==> config.mk <==
export PLATFORM = sky130hd
export DESIGN_NAME = divide_sequencer
export DESIGN_NICKNAME = d
export VERILOG_FILES = /design/src/rtl/divide_sequencer.sv
export SDC_FILE = /design/constraint.sdc
export NUM_CORES = 1
export LEC_CHECK = 0
export CELL_PAD_IN_SITES_DETAIL_PLACEMENT = 1
export CELL_PAD_IN_SITES_GLOBAL_PLACEMENT = 1
export CORE_MARGIN = 1
export CORE_UTILIZATION = 28
export CTS_CLUSTER_DIAMETER = 40
export CTS_CLUSTER_SIZE = 40
export DETAILED_ROUTE_END_ITERATION = 8
export HOLD_SLACK_MARGIN = 0.08
export PLACE_DENSITY = 0.88
export SETUP_SLACK_MARGIN = 0.3
export SLEW_MARGIN = 20
export SYNTH_ARGS = -nofsm -noshare
export SYNTH_HDL_FRONTEND = slang
export SYNTH_SLANG_ARGS = --single-unit
==> constraint.sdc <==
create_clock -name clock -period 4.1 [get_ports clock]
set_input_delay 0.615 -clock clock [delete_from_list [all_inputs] [get_ports clock]]
set_output_delay 0.615 -clock clock [all_outputs]
set_load 0.01 [all_outputs]
==> src/rtl/divide_sequencer.sv <==
// divide_sequencer: issues DIV/DIVU to a shared external divider, owns the
// architectural HI/LO registers, and stalls only HI/LO-touching operations
// while a divide is in flight.
//
// state  | meaning
// -------+-----------------------------------------------------------
// IDLE   | no divide in flight; HI/LO operations are accepted
// LAUNCH | div_start asserted for one cycle, operands held
// WAIT   | waiting for div_done, bounded by TIMEOUT cycles
module divide_sequencer #(
    parameter int TIMEOUT = 64
) (
    input  logic        clock,
    input  logic        reset,
    input  logic        op_valid,
    input  logic [2:0]  op_code,
    input  logic [31:0] op_a,
    input  logic [31:0] op_b,
    input  logic        flush,
    output logic        stall,
    output logic [31:0] rd_data,
    output logic        busy,
    output logic        div_start,
    output logic        div_signed,
    output logic [31:0] div_dividend,
    output logic [31:0] div_divisor,
    input  logic        div_done,
    input  logic [31:0] div_q,
    input  logic [31:0] div_r,
    output logic [31:0] hi,
    output logic [31:0] lo,
    output logic        err_dz,
    output logic        err_to
);

    localparam logic [1:0] S_IDLE   = 2'd0;
    localparam logic [1:0] S_LAUNCH = 2'd1;
    localparam logic [1:0] S_WAIT   = 2'd2;

    localparam logic [2:0] OP_DIV  = 3'b001;
    localparam logic [2:0] OP_DIVU = 3'b010;
    localparam logic [2:0] OP_MFHI = 3'b011;
    localparam logic [2:0] OP_MFLO = 3'b100;
    localparam logic [2:0] OP_MTHI = 3'b101;
    localparam logic [2:0] OP_MTLO = 3'b110;

    // Terminal count of the WAIT timer; TIMEOUT is limited to 2..255.
    localparam logic [7:0] WAIT_LAST = 8'(TIMEOUT - 1);

    logic [1:0] state;
    logic [7:0] wait_count;
    logic       hilo_op;
    logic       accept;
    logic       is_div;

    // Classify the presented operation and decide whether it is taken.
    always_comb begin
        hilo_op   = op_valid && (op_code != 3'b000) && (op_code != 3'b111);
        busy      = (state != S_IDLE);
        stall     = busy && hilo_op;
        accept    = hilo_op && !busy;
        is_div    = (op_code == OP_DIV) || (op_code == OP_DIVU);
        div_start = (state == S_LAUNCH);
    end

    // Move-from read port: purely a function of op_code and HI/LO.
    always_comb begin
        rd_data = 32'd0;
        if (op_code == OP_MFHI)
            rd_data = hi;
        else if (op_code == OP_MFLO)
            rd_data = lo;
    end

    // Sequencer state, timer, latched operands, HI/LO and error pulses.
    always_ff @(posedge clock or posedge reset) begin
        if (reset) begin
            state        <= S_IDLE;
            wait_count   <= 8'd0;
            div_signed   <= 1'b0;
            div_dividend <= 32'd0;
            div_divisor  <= 32'd0;
            hi           <= 32'd0;
            lo           <= 32'd0;
            err_dz       <= 1'b0;
            err_to       <= 1'b0;
        end else begin
            err_dz <= 1'b0;
            err_to <= 1'b0;
            case (state)
                S_IDLE: begin
                    // Late div_done from a flushed divide is ignored here.
                    if (accept && is_div) begin
                        if (op_b == 32'd0) begin
                            hi     <= op_a;
                            lo     <= 32'hFFFF_FFFF;
                            err_dz <= 1'b1;
                        end else begin
                            div_signed   <= (op_code == OP_DIV);
                            div_dividend <= op_a;
                            div_divisor  <= op_b;
                            state        <= S_LAUNCH;
                        end
                    end else if (accept && op_code == OP_MTHI) begin
                        hi <= op_a;
                    end else if (accept && op_code == OP_MTLO) begin
                        lo <= op_a;
                    end
                end
                S_LAUNCH: begin
                    wait_count <= 8'd0;
                    state      <= flush ? S_IDLE : S_WAIT;
                end
                S_WAIT: begin
                    // Flush takes priority over a result arriving the same cycle.
                    if (flush) begin
                        state <= S_IDLE;
                    end else if (div_done) begin
                        hi    <= div_r;
                        lo    <= div_q;
                        state <= S_IDLE;
                    end else if (wait_count == WAIT_LAST) begin
                        err_to <= 1'b1;
                        state  <= S_IDLE;
                    end else begin
                        wait_count <= wait_count + 8'd1;
                    end
                end
                default: state <= S_IDLE;
            endcase
        end
    end

endmodule
==> flow_summary.yaml, run 1 <==
sta:
  skew_ns: 0.01090
  hold_violations: 0
  tightest_slew_ns: 0.7696
  fin_crit_ns: 3.309
  fin_crit_sh_pct: 80.71
  slew_violations: 0
  tns_ns: 0
  slew_headroom_pct: 48.69
  rsz0062_at_grt: "no"
  setup_ws_ns: 0.7910
  setup_violations: 0
  fmax_ghz: 0.3022
  holdWs_ns: 0.5054
place:
  place_inst: 1136
  hpwl_um: 16730
  portBuffers: 301
  post-place-ws_ns: 0.7262
  dpl_cell_area_um2: 9912
  routabilityCongestion: 0.7717
logic_synthesis:
  synth_edf_count: 0
  ys_ff_latch: 141
  syn_area_per_cell_um2: 11.85
  synth_area_um2: 6539
  ys_seq_area_share_pct: 53.96
  ys_types: 39
  synthArstFlopShare_pct: 100.0
  synth_ff_type: "dfrtp_1"
  ys_warn_count: 0
  syn_inst: 552
  syn_nets: 689
grt:
  grt_pass1_vias: 6479
  grt_pass1_wl_um: 36710
  grt_use_total_pct: 20.02
  grt-ovfl-total: 0
  grt_max_degree: 142
  antenna_found_initial: 0
critical_path:
  crit_type: "in2out"
  r2r-start: "state[0]$_DFFE_PP0P_"
  endpoint: "rd_data[31]"
  r2r-end: "hi[25]$_DFFE_PP0P_"
  crit_arrival_ns: 2.69
  reg2reg_setup_slack_ns: 1.75
  endpoint_kind: "primary output"
  cp-start-kind: "primary input"
  required_ns: 3.48
  r2r_cells: 6
  critPathMaxFanout: 32
  startpoint: "op_code[2]"
finish:
  antenna_cells: 0
  fill_cells: 2429
  final_nets: 979
  fin_cells: 1168
  regArea_um2: 3528
  multiInputGateArea_um2: 2849
  final_layout_size_suffix_gt1_share_pct: 17.31
  post-route-util_pct: 46.25
  fin_area_um2: 10540
  area_delta_synth_final_pct: 61.12
drt:
  detail-route-antenna-nets: 0
  viasPerCell: 4.922
  wl_per_cell_um: 19.92
  routed_wl_um: 23270
  num_vias: 5749
  first_iter_violations: 168
  drt_pass1_iterations: 4
  drc: 0
clock_tree:
  cts_tree: "done"
  clk_pin_slew_ns: 0.06
  cts_post_setup_buffers_inserted: 0
  cts-root-buf: "clkbuf_16"
  clockBufferDepth: 2
  hold_buffers: 0
  cts-resized-gates: 0
  clk_latency_ns: 0.42
  htree_levels: 4
  cts_buffers: 17
  clock-sinks: 141
die:
  initial_core_util_pct: 28.71
  die_y_um: 154.8
  dieArea_um2: 23970
  ioPinCount: 302
  coreArea_um2: 22780
  rows: 55
  die_w_um: 154.8
outcome:
  status: "finished, final reports clean"
job:
  maxCapViolCount: 0
power_and_ir_drop:
  powerDensity_nw_per_um2: 513.9
  leakagePower_nw: 4.176
  irDropWorstVdd_uv: 272.9
  totalPowerFinal_mw: 5.414
worst_hold_path:
  worst_hold_path_type: "reg2reg"
flip-flops by register name, summed over array words and instances (netlist names):
name          cells
div_signed        1
wait_count        8
hi               32
div_divisor      32
lo               32
div_dividend     32
state             2
err_to            1
err_dz            1
final cells by class:
class	count	share of cell area, %
clock buffers	19	4.109
well taps	313	3.717
inverters	3	0.1425
repair buffers	313	29.69
multi-input cells	366	27.04
clock inverters	13	1.805
flip-flops and latches	141	33.49
layout by cell type (no fill, tap or decap), drive strengths merged:
| cell | instances |
|---|---|
| a211oi | 1 |
| a21o | 2 |
| a21oi | 131 |
| a22o | 32 |
| a22oi | 1 |
| a2bb2oi | 32 |
| a31oi | 1 |
| and2 | 2 |
| and3 | 1 |
| and4 | 1 |
| buf | 12 |
| bufinv | 4 |
| clkbuf | 19 |
| clkdlybuf4s50 | 301 |
| clkinv | 3 |
| clkinvlp | 5 |
| dfrtp | 141 |
| ha | 1 |
| inv | 4 |
| mux2 | 66 |
| nand2 | 8 |
| nand2b | 2 |
| nand3 | 3 |
| nand4 | 2 |
| nand4b | 1 |
| nor2 | 12 |
| nor2b | 38 |
| nor3 | 3 |
| nor3b | 3 |
| nor4 | 10 |
| nor4b | 1 |
| nor4bb | 1 |
| o211a | 1 |
| o21ai | 4 |
| or3 | 1 |
| or3b | 1 |
| xnor2 | 4 |
synthesized netlist by cell type, types with 2 or more instances:
master | n | share of area, %
dfrtp_1 | 141 | 54
a21oi_1 | 131 | 10
mux2_2 | 66 | 11
nor2b_1 | 38 | 3.6
a22o_1 | 32 | 4.3
a2bb2oi_2 | 30 | 6.9
clkbuf_1 | 20 | 1.1
buf_2 | 17 | 1.3
nor2_1 | 12 | 0.69
nor4_1 | 10 | 0.96
nand2_1 | 8 | 0.46
xnor2_1 | 4 | 0.54
buf_6 | 3 | 0.52
inv_1 | 3 | 0.17
nand3_1 | 3 | 0.23
nor3_1 | 3 | 0.23
nor3b_1 | 3 | 0.34
o21ai_0 | 3 | 0.23
a21o_1 | 2 | 0.23
a2bb2oi_1 | 2 | 0.27
nand2b_1 | 2 | 0.19
nand4_1 | 2 | 0.19
worst min path at each step:
| stage | from | endpoint | slack, ns | cells past startpoint |
|---|---|---|---|---|
| 4_1_cts | div_divisor[9]$_DFFE_PP0P_ | div_divisor[9]$_DFFE_PP0P_ | 0.51 | 1 |
| 2_1_floorplan | state[0]$_DFFE_PP0P_ | wait_count[2]$_DFFE_PP0P_ | 0.52 | 1 |
| 3_5_place_dp | div_dividend[25]$_DFFE_PP0P_ | div_dividend[25]$_DFFE_PP0P_ | 0.49 | 1 |
| 6_report | div_divisor[9]$_DFFE_PP0P_ | div_divisor[9]$_DFFE_PP0P_ | 0.51 | 1 |
| 3_3_place_gp | div_dividend[19]$_DFFE_PP0P_ | div_dividend[19]$_DFFE_PP0P_ | 0.49 | 1 |
| 5_1_grt | div_divisor[9]$_DFFE_PP0P_ | div_divisor[9]$_DFFE_PP0P_ | 0.52 | 1 |
worst max-delay path, cell delays in order:
cell	delay [ns]
clkdlybuf4s50_1	0.61
nor3b_2	0.21
buf_4	0.43
a22o_1	0.22
clkdlybuf4s50_1	0.60
per-layer routing:
layer	vias to the layer above	part of all wire, %	wire, µm	GRT usage [%]
met4	0	1.4	325	6.271
met5	-	0	0	0
met2	213	52	12140	36.20
li1	2619	-	-	-
met1	2896	40	9285	22.90
met3	21	6.5	1514	5.324
cell families after synthesis:
group / count (synthesis) / synth area share (%)
muxes: 66 / 11.37
buffers and inverters: 45 / 3.310
and+or+nand+nor: 90 / 8.094
xor gates and xnor gates: 4 / 0.5357
adders and majority gates: 1 / 0.1913
DFF: 141 / 53.96
AOI/OAI and AO/OA: 205 / 22.54
power by group:
group          total, mW  leakage (nW)  internal (mW)  switching, mW
clock               1.66         0.290           1.02          0.633
combinational       1.75          2.24           1.08          0.677
sequential          2.00          1.64           1.73          0.277
(Power assumes the default switching activity.)
==> run 2, diff against run 1 <==
CORE_UTILIZATION = 31   (was 28)
PLACE_DENSITY = 0.92   (was 0.88)
clock period = 3.17 ns   (was 4.1 ns; I/O delays follow)
==> run 2 against run 1 <==
Net effect:
- first-iteration DRC count down 6.5%
- critical path depth is the same
- utilization rose by 5.5 points
- global-route usage rose by 2.7 points
- power rose by 30%
- critical path type unchanged
- routed wire length grew 3.8%
- sequential power is 30% higher
- largest cell class unchanged
- final cell count is 3.3% lower
==> flow_summary.yaml, run 2 (synthesis gave the netlist of run 1 again) <==
outcome:
  status: "finished, final reports clean"
sta:
  setup_violations: 0
  setup_ws_ns: 0.3501
  slew_headroom_pct: 56.20
  fin_crit_sh_pct: 88.95
  tightest_slew_ns: 0.6557
  hold_violations: 0
  fin_crit_ns: 2.820
  rsz0062_at_grt: "no"
  skew_ns: 0.008087
  slew_violations: 0
  tns_ns: 0
  fmax_ghz: 0.3546
drt:
  viasPerCell: 5.188
  first_iter_violations: 157
  drc: 0
  routed_wl_um: 24160
  detail-route-antenna-nets: 0
  drt_pass1_iterations: 4
  wl_per_cell_um: 21.40
  num_vias: 5857
critical_path:
  reg2reg_setup_slack_ns: 1.06
  endpoint_kind: "primary output"
  required_ns: 2.69
  crit_type: "in2out"
  cp-start-kind: "primary input"
  critPathMaxFanout: 32
  crit_arrival_ns: 2.34
die:
  die_w_um: 147.2
  initial_core_util_pct: 32.01
  die_y_um: 147.2
  ioPinCount: 302
  coreArea_um2: 20430
  rows: 52
  dieArea_um2: 21680
power_and_ir_drop:
  powerDensity_nw_per_um2: 664.0
  combinationalPowerShare_pct: 32.7
  p_seq_share_pct: 37.1
  clock_power_share_pct: 30.3
  leakagePower_nw: 4.238
  swShare_pct: 28.91
  totalPowerFinal_mw: 7.021
  internal-power_mw: 4.992
  p_switching_mw: 2.030
  irDropWorstVdd_uv: 363.7
finish:
  final_common_cell: "clkdlybuf4s50_1"
  multiInputGateArea_um2: 2849
  antenna_cells: 0
  fin_area_um2: 10570
  post-route-util_pct: 51.76
  regArea_um2: 3528
  final_nets: 985
  area_delta_synth_final_pct: 61.71
  fill_cells: 2167
  final_layout_size_suffix_gt1_share_pct: 17.81
  mostFrequentLayoutCells: "301 x clkdlybuf4s50_1, 141 x dfrtp_1, 130 x a21oi_1"
clock_tree:
  cts-resized-gates: 0
  cts_tree: "done"
  clk_latency_ns: 0.41
  clockBufferDepth: 2
  cts_post_setup_buffers_inserted: 0
  cts_buffers: 17
  hold_buffers: 0
  clock-sinks: 141
  clk_pin_slew_ns: 0.06
  cts-root-buf: "clkbuf_16"
  htree_levels: 4
grt:
  grt_pass1_wl_um: 37480
  grt-ovfl-total: 0
  grt_pass1_vias: 6549
  antenna_found_initial: 1
  grt_use_total_pct: 22.72
  grt_max_degree: 65
place:
  dpl_cell_area_um2: 9953
  hpwl_um: 17670
  routabilityCongestion: 0.8148
  post-place-ws_ns: 0.3527
  portBuffers: 301
job:
  maxCapViolCount: 0
worst_hold_path:
  worst_hold_path_type: "in2async"
## run 2: changes by cell type in the layout (fill, tap and decap cells not counted)
cell,before,now
buf_12,2,6
clkinvlp_4,5,2
buf_4,10,12
clkbuf_8,0,2
clkbuf_1,2,1
clkinv_2,1,2
inv_6,2,1
## run 2: cell type report
| type | count | area share, % |
|---|---|---|
| clock inverters | 10 | 1.550 |
| flip-flops and latches | 141 | 33.37 |
| multi-input cells | 366 | 26.94 |
| well taps | 270 | 3.195 |
| clock buffers | 20 | 4.319 |
| inverters | 3 | 0.1420 |
| repair buffers | 319 | 30.48 |
## run 2: power by group through the flow
| stage | registers [mW] | clock network, mW | logic, mW |
|---|---|---|---|
| 4_1_cts | 2.61 | 2.18 | 2.32 |
| 6_report | 2.60 | 2.12 | 2.29 |
| 3_3_place_gp | 2.60 | 0 | 2.24 |
| 3_5_place_dp | 2.63 | 0 | 2.31 |
| 2_1_floorplan | 2.74 | 0 | 0.730 |
| 5_1_grt | 2.66 | 2.24 | 2.44 |
## run 2: worst paths after layout
| path | to | depth (start not counted) | start |
|---|---|---|---|
| worst max-delay path | rd_data[22] | 5 | op_code[1] |
| worst min-delay path | div_divisor[6]$_DFFE_PP0P_ | 2 | reset |
| worst max register to register | lo[22]$_DFFE_PP0P_ | 6 | state[0]$_DFFE_PP0P_ |
| worst min register to register | div_dividend[2]$_DFFE_PP0P_ | 1 | div_dividend[2]$_DFFE_PP0P_ |
| max in group asynchronous | lo[30]$_DFFE_PP0P_ | 3 | reset |
| min in group clock | div_dividend[2]$_DFFE_PP0P_ | 1 | div_dividend[2]$_DFFE_PP0P_ |
## run 2: critical path: stages
cell             delay (ns)
clkdlybuf4s50_1        0.53
nor3b_2                0.31
buf_12                 0.25
a22o_1                 0.19
clkdlybuf4s50_1        0.56
## run 2: metrics by stage
stage	cells	hold slack [ns]
2_1_floorplan	552	0.5192
3_3_place_gp	1099	0.4867
3_5_place_dp	1099	0.4922
4_1_cts	1129	0.4749
5_1_grt	1129	0.5116
6_report	1129	0.4767
## run 2: per-layer routing
| metal | part of all wire (%) | vias up | global-route usage, % |
|---|---|---|---|
| met3 | 6.4 | 57 | 5.807 |
| li1 | - | 2630 | - |
| met4 | 3.1 | 2 | 9.845 |
| met2 | 52 | 244 | 41.01 |
| met1 | 38 | 2924 | 25.08 |
| met5 | 0.050 | - | 0 |
